==> src/rtl/down_counter_timer.sv <==
// Loadable down-counter / interval timer with one-shot and auto-reload modes.
// Emits a registered one-cycle tc pulse at terminal count; done is sticky in one-shot.
module down_counter_timer #(
  parameter int unsigned WIDTH = 8
) (
  input  logic             clk,
  input  logic             res,
  input  logic             load,
  input  logic [WIDTH-1:0] load_val,
  input  logic             start,
  input  logic             stop,
  input  logic             periodic,
  output logic [WIDTH-1:0] y,
  output logic             tc,
  output logic             busy,
  output logic             paused,
  output logic             done
);

  localparam logic [1:0] IDLE  = 2'd0;
  localparam logic [1:0] RUN   = 2'd1;
  localparam logic [1:0] PAUSE = 2'd2;

  logic [1:0]       state, state_n;
  logic [WIDTH-1:0] rld, rld_n;
  logic [WIDTH-1:0] y_n;
  logic             tc_n;
  logic             done_n;

  always_comb begin
    state_n = state;
    y_n     = y;
    rld_n   = rld;
    tc_n    = 1'b0;
    done_n  = done;

    if (load) begin
      rld_n   = load_val;
      y_n     = load_val;
      state_n = IDLE;
      done_n  = 1'b0;
    end else begin
      case (state)
        IDLE: begin
          if (start && (y != '0)) begin
            state_n = RUN;
            done_n  = 1'b0;
          end
        end
        RUN: begin
          if (stop) begin
            state_n = PAUSE;
          end else if (y > WIDTH'(1)) begin
            y_n = y - WIDTH'(1);
          end else begin
            // Terminal decision at y==1 so the decrement can never wrap below zero.
            tc_n = 1'b1;
            if (periodic) begin
              y_n = rld;
            end else begin
              y_n     = '0;
              done_n  = 1'b1;
              state_n = IDLE;
            end
          end
        end
        PAUSE: begin
          if (!stop && start) state_n = RUN;
        end
        default: state_n = IDLE;
      endcase
    end
  end

  always_ff @(posedge clk) begin
    if (res) begin
      state <= IDLE;
      y     <= '0;
      rld   <= '0;
      tc    <= 1'b0;
      done  <= 1'b0;
    end else begin
      state <= state_n;
      y     <= y_n;
      rld   <= rld_n;
      tc    <= tc_n;
      done  <= done_n;
    end
  end

  assign busy   = (state == RUN);
  assign paused = (state == PAUSE);

endmodule

==> config.mk <==
export PLATFORM = sky130hd
export DESIGN_NAME = down_counter_timer
export DESIGN_NICKNAME = d
export VERILOG_FILES = /design/src/rtl/down_counter_timer.sv
export SDC_FILE = /design/constraint.sdc
export NUM_CORES = 1
export LEC_CHECK = 0
export ABC_AREA = 1
export BUFFER_PORTS_ARGS = -buffer_cell sky130_fd_sc_hd__buf_2
export CAP_MARGIN = 10
export CORE_MARGIN = 5
export CORE_UTILIZATION = 53
export CTS_CLUSTER_DIAMETER = 30
export CTS_CLUSTER_SIZE = 28
export DETAILED_ROUTE_END_ITERATION = 8
export GPL_TIMING_DRIVEN = 0
export HOLD_SLACK_MARGIN = 0.06
export PLACE_DENSITY = 0.78
export SKIP_CTS_REPAIR_TIMING = 1
export SLEW_MARGIN = 25
export SYNTH_ARGS = -nofsm -noshare
export SYNTH_HDL_FRONTEND = slang
export SYNTH_SLANG_ARGS = --single-unit
==> constraint.sdc <==
create_clock -name clk -period 2.1 [get_ports clk]
set_clock_uncertainty 0.15 [all_clocks]
set_input_delay 0.21 -clock clk [delete_from_list [all_inputs] [get_ports clk]]
set_output_delay 0.21 -clock clk [all_outputs]
set_load 0.05 [all_outputs]
Word level (Yosys, flattened, before mapping)
Index checks and enable logic that the tools add are counted.
{"block": "word_totals", "output_inout_bits": 12, "reg_bits": 20, "word_cells": 47, "input_bits": 14}
{"block": "classes", "order_cmp": 1, "n_reduce_logical": 12, "eq_ne": 10, "muxes": 17, "n_addsub": 1, "bitwise": 1}
{"operator": "$mux 8", "n": 5}
{"operator": "$mux 2", "n": 5}
{"operator": "$ne 2x2->1 const B", "n": 5}
{"operator": "$gt 8x1->1 const B", "n": 1}
{"operator": "$reduce_bool 8->1", "n": 1}
{"operator": "$sub 8x1->8 const B", "n": 1}
{"operator": "$ne 3x3->1 const B", "n": 2}
{"operator": "$pmux 2 s3", "n": 1}
{"operator": "$mux 1", "n": 5}
{"operator": "$reduce_and 5->1", "n": 1}
{"operator": "$reduce_and 4->1", "n": 1}
{"operator": "$reduce_bool 2->1", "n": 2}
{"operator": "$reduce_or 4->1", "n": 1}
{"operator": "$eq 2x1->1 const B", "n": 1}
{"operator": "$eq 2x2->1 const B", "n": 1}
{"operator": "$logic_and 1x1->1", "n": 2}
{"operator": "$logic_not 2->1", "n": 1}
{"operator": "$ne 2x1->1 const B", "n": 1}
{"operator": "$pmux 1 s2", "n": 1}
{"operator": "$reduce_and 2->1", "n": 1}
{"operator": "$reduce_or 2->1", "n": 1}
{"operator": "$logic_not 1->1", "n": 1}
{"operator": "$not 1->1", "n": 1}

Longest topological paths before layout
{"block": "logic_depth", "depth_word": 5, "mapped_depth": 11, "mapped_depth_nobuf": 10}

Worst setup path before layout
Ideal clock, no wire load.
{"block": "synth_path", "kind": "flip-flop to flip-flop", "start": "reg y[0]", "end": "reg y[2]", "required_ns": 1.883, "synth_period_minus_slack_ns": 1.992, "path_stages_with_launch": 11, "path_buffers": 1, "setup_time_ns": 0.067, "path_slack_ns": 0.108, "arrival_ns": 1.774, "path_cell_list": "dfxtp_1 inv_1 ha_1 nor2_1 nor2_2 nand2_2 buf_6 nand2_1 o21ai_2 o21ai_2 a21oi_2"}
{"block": "synth_via", "elab_chain_len": 5, "word_cells_on_any_way": 6, "classes_between": "add/sub: 1; order compare: 1; mux: 4"}
{"item": "from (decl)", "line_no": "13", "source": "output logic [WIDTH-1:0] y,"}
{"item": "from (signal assigned)", "line_no": "84", "source": "y <= y_n;"}
{"item": "$sub 8x1->8 or $gt 8x1->1 (tied branches)", "line_no": "54, 53"}
{"item": "$mux 8 *", "line_no": "53", "source": "end else if (y > WIDTH'(1)) begin"}
{"item": "$mux 8 *", "line_no": "51", "source": "if (stop) begin"}
{"item": "$mux 8 *", "line_no": "43", "source": "case (state)"}
{"item": "$mux 8 *", "line_no": "37", "source": "if (load) begin"}
Every way passes the cells marked *; elsewhere a longest branch is shown, timed or not. The select of a mux whose other input is x is not followed.
A chain may end at the register's enable or synchronous reset.

Final worst setup path
{"block": "layout_path", "start": "reg y[0]", "end": "reg state[0]"}
{"block": "layout_via", "elab_chain_len": 4, "word_cells_on_any_way": 6, "classes_between": "order compare: 1; eq/ne: 2; reduce/logical: 3"}
{"item": "parallel branches: the longest is 3 deep, another holds $gt 8x1->1"}
{"item": "$reduce_and 4->1 (no source line) *"}
{"item": "to (signal assigned)", "line_no": "83", "source": "state <= state_n;"}
{"item": "to (decl)", "line_no": "24", "source": "logic [1:0] state, state_n;"}
Mark *: on every way between the ends.

==> metrics <==
CTS buffer count=3; final setup TNS=0 ps; ys async rst share=0%; Critical Path End=state[0]; CTS tree=done; Area Growth Syn to Fin=20.4%; status=finished clean; crit path from=y[0]; CTS clk-pin slew, worst paths=100 ps; #FFs+latches synth=20; reg2reg setup slack=350 ps; synth unique cells=26; Core Region=2170 sq um; Final Cycle Share=83.4%; # rows=17; register area=around 400 sq um; crit path cell chain=inv_1 -> ha_1 -> nor2_1 -> nor2_2 -> nand2_2 -> buf_6 -> nand2_4 -> nand3_1 -> nand2_1 -> inv_1 -> nor2_1; first-pass GRT wire length=around 4.9 mm; initial antenna violation count=0; most frequent cells in the layout=37 x nand2_1, 23 x buf_2, 21 x inv_1; Final ANT Viol Nets=0; commonest non-fill, non-tap cell in the layout=nand2_1; sequential-to-total area share from yosys stat=about a third; H-tree Lvls=1; n_diodes=0; Tot GR Track Use=18.7%; slowest stage delay, CP=420 ps; per-cell routed wire length=12.4 um; Starting Density=54.8%; worst-case clock buffer depth=2; syn_nets=197; area of the multi-input gates=644 sq um; number of synthesized flops with an enable pin=0; DIE WIDTH=roughly 57 um; Hold Path Depth=3; CTS root buf=clkbuf_4; Buf/Inv on CP=3; final number of hold-violating endpoints=0; Filler cells=201; Max Fclk=571 MHz; synthesized instance count=180; final setup vio count=0; Final #Nets=around 230; vias in the first global route=1181; proportion of layout cells with a drive suffix above 1=22.5%; Final Max Tran Viols=0; Lkg Pwr=0.691 nW; Total Routed Length=3.00 mm; Critical Path Fanout Max=10; pin count of the biggest net entering global routing=11; # clock sinks=20; Die H=57.4 um; Worst Hold Class=in2reg; CP startpoint kind=register; synthesis warning total=0; WP data arrival=about 1800 ps; DP HPWL=2.37 mm; Avg Vias per Cell=5.31; Power Density=677 nW/um^2; worst reg2reg endpoint=state[0]; GRT Residual Overflow=0; GP Congestion=slightly above 0.8; drt pass-1 iters=4; CP top delay family=simple AND/OR/NAND/NOR gates; drt drc=0; Iter 0 DRT Violations=37; Most used DFF post-synth=dfxtp_1; die area=3290 sq um; max_cap viols=0; FF-to-FF path depth=11; worst hold start=load_val[7]; RSZ-0062 raised after global routing=no; slowest CP cell=dfxtp_1; critical path class=reg2reg; Avg Cell Area, Syn=approximately 6.6 sq um; Layout Utilization=66.0%; Slew HR=72.8%; Tightest Pin Transition=roughly 400 ps; Worst R2R Start=y[0]; worst endpoint required time=about 2200 ps; Clk Latency, worst-skew pair=about 290 ps; final worst path period need=1750 ps; CP Depth=11; Hold Slack=around 57 ps; Worst VDD drop=0.000516 V; Worst setup EP type=register; num ports=26; Port Buffer Count=23; Synth Cell Area=1190 sq um; total number of vias=1279
## how the worst min path moves through the flow
| stage | endpoint | slack, ps |
|---|---|---|
| after floorplan | rld[3] | 200 |
| after global placement | rld[3] | 280 |
| after detailed placement | rld[3] | 290 |
| after CTS | rld[3] | 8 |
| after global routing | rld[7] | 60 |
| final | rld[7] | 60 |
## registers in the layout (all words and copies together) (netlist names)
name and cells:
done 1, rld 8, y 8, tc 1
state 2
## per-layer routing
metal  up-vias  routed length, um  track usage, %
li1        649                  -               -
met1       586               1270            23.3
met2        42               1480            33.1
met3         2                229            4.98
met4         0                 11            2.32
met5         -                  0               0
## stage by stage
stage | cells | instance area (sq um) | setup WS [ps] | power, mW
after floorplan | 180 | 1190 | 108 | 0.704
after global placement | 231 | 1340 | 404 | 0.778
after detailed placement | 231 | 1340 | 363 | 0.791
after CTS | 234 | 1360 | 343 | 0.962
after global routing | 241 | 1430 | 181 | 1.03
final | 241 | 1430 | 348 | 0.968
## cell families (layout without fill, tap and decap cells)
family	count (synthesis)	after routing	synth area share, %
buf+inv	33	66	12.1
compound gates	41	41	18.9
flops	20	20	33.7
fa+ha+maj	3	3	3.16
simple gates	82	82	31.4
xor+xnor	1	1	0.737
## worst register-to-register path: cells and delay by family (launching register included)
family	cells	cell delay, ps
DFF	1	420
and+or+nand+nor	7	520
buffers and inverters	3	330
adders and majority gates	1	250
## cells in the mapped netlist (3+ instances only)
library cell / number / area (sq um)
a21oi_1: 19 / 95.1
a21oi_2: 3 / 26.3
dfxtp_1: 20 / 400
ha_1: 3 / 37.5
inv_1: 21 / 78.8
inv_2: 5 / 18.8
nand2_1: 37 / 139
nand2_2: 4 / 25.0
nand3_1: 19 / 95.1
nor2_1: 12 / 45.0
nor3_1: 3 / 15.0
o21ai_0: 15 / 75.1
## layout make-up
class | instances | area share [%]
Timing Repair Buffer | 30 | 12.9
Inverter | 28 | 7.43
Tap cell | 28 | 2.45
Buffer | 5 | 2.62
Sequential cell | 20 | 28.0
Clock buffer | 3 | 1.57
Multi-Input combinational cell | 127 | 45.0
## where the power goes
part | internal (mW) | switching, mW | total [mW] | leakage (nW)
Sequential | 0.406 | 0.0256 | 0.432 | 0.165
Combinational | 0.119 | 0.245 | 0.363 | 0.513
Clock | 0.0668 | 0.107 | 0.173 | 0.0138
Total | 0.592 | 0.377 | 0.968 | 0.691
(Power assumes the default switching activity.)
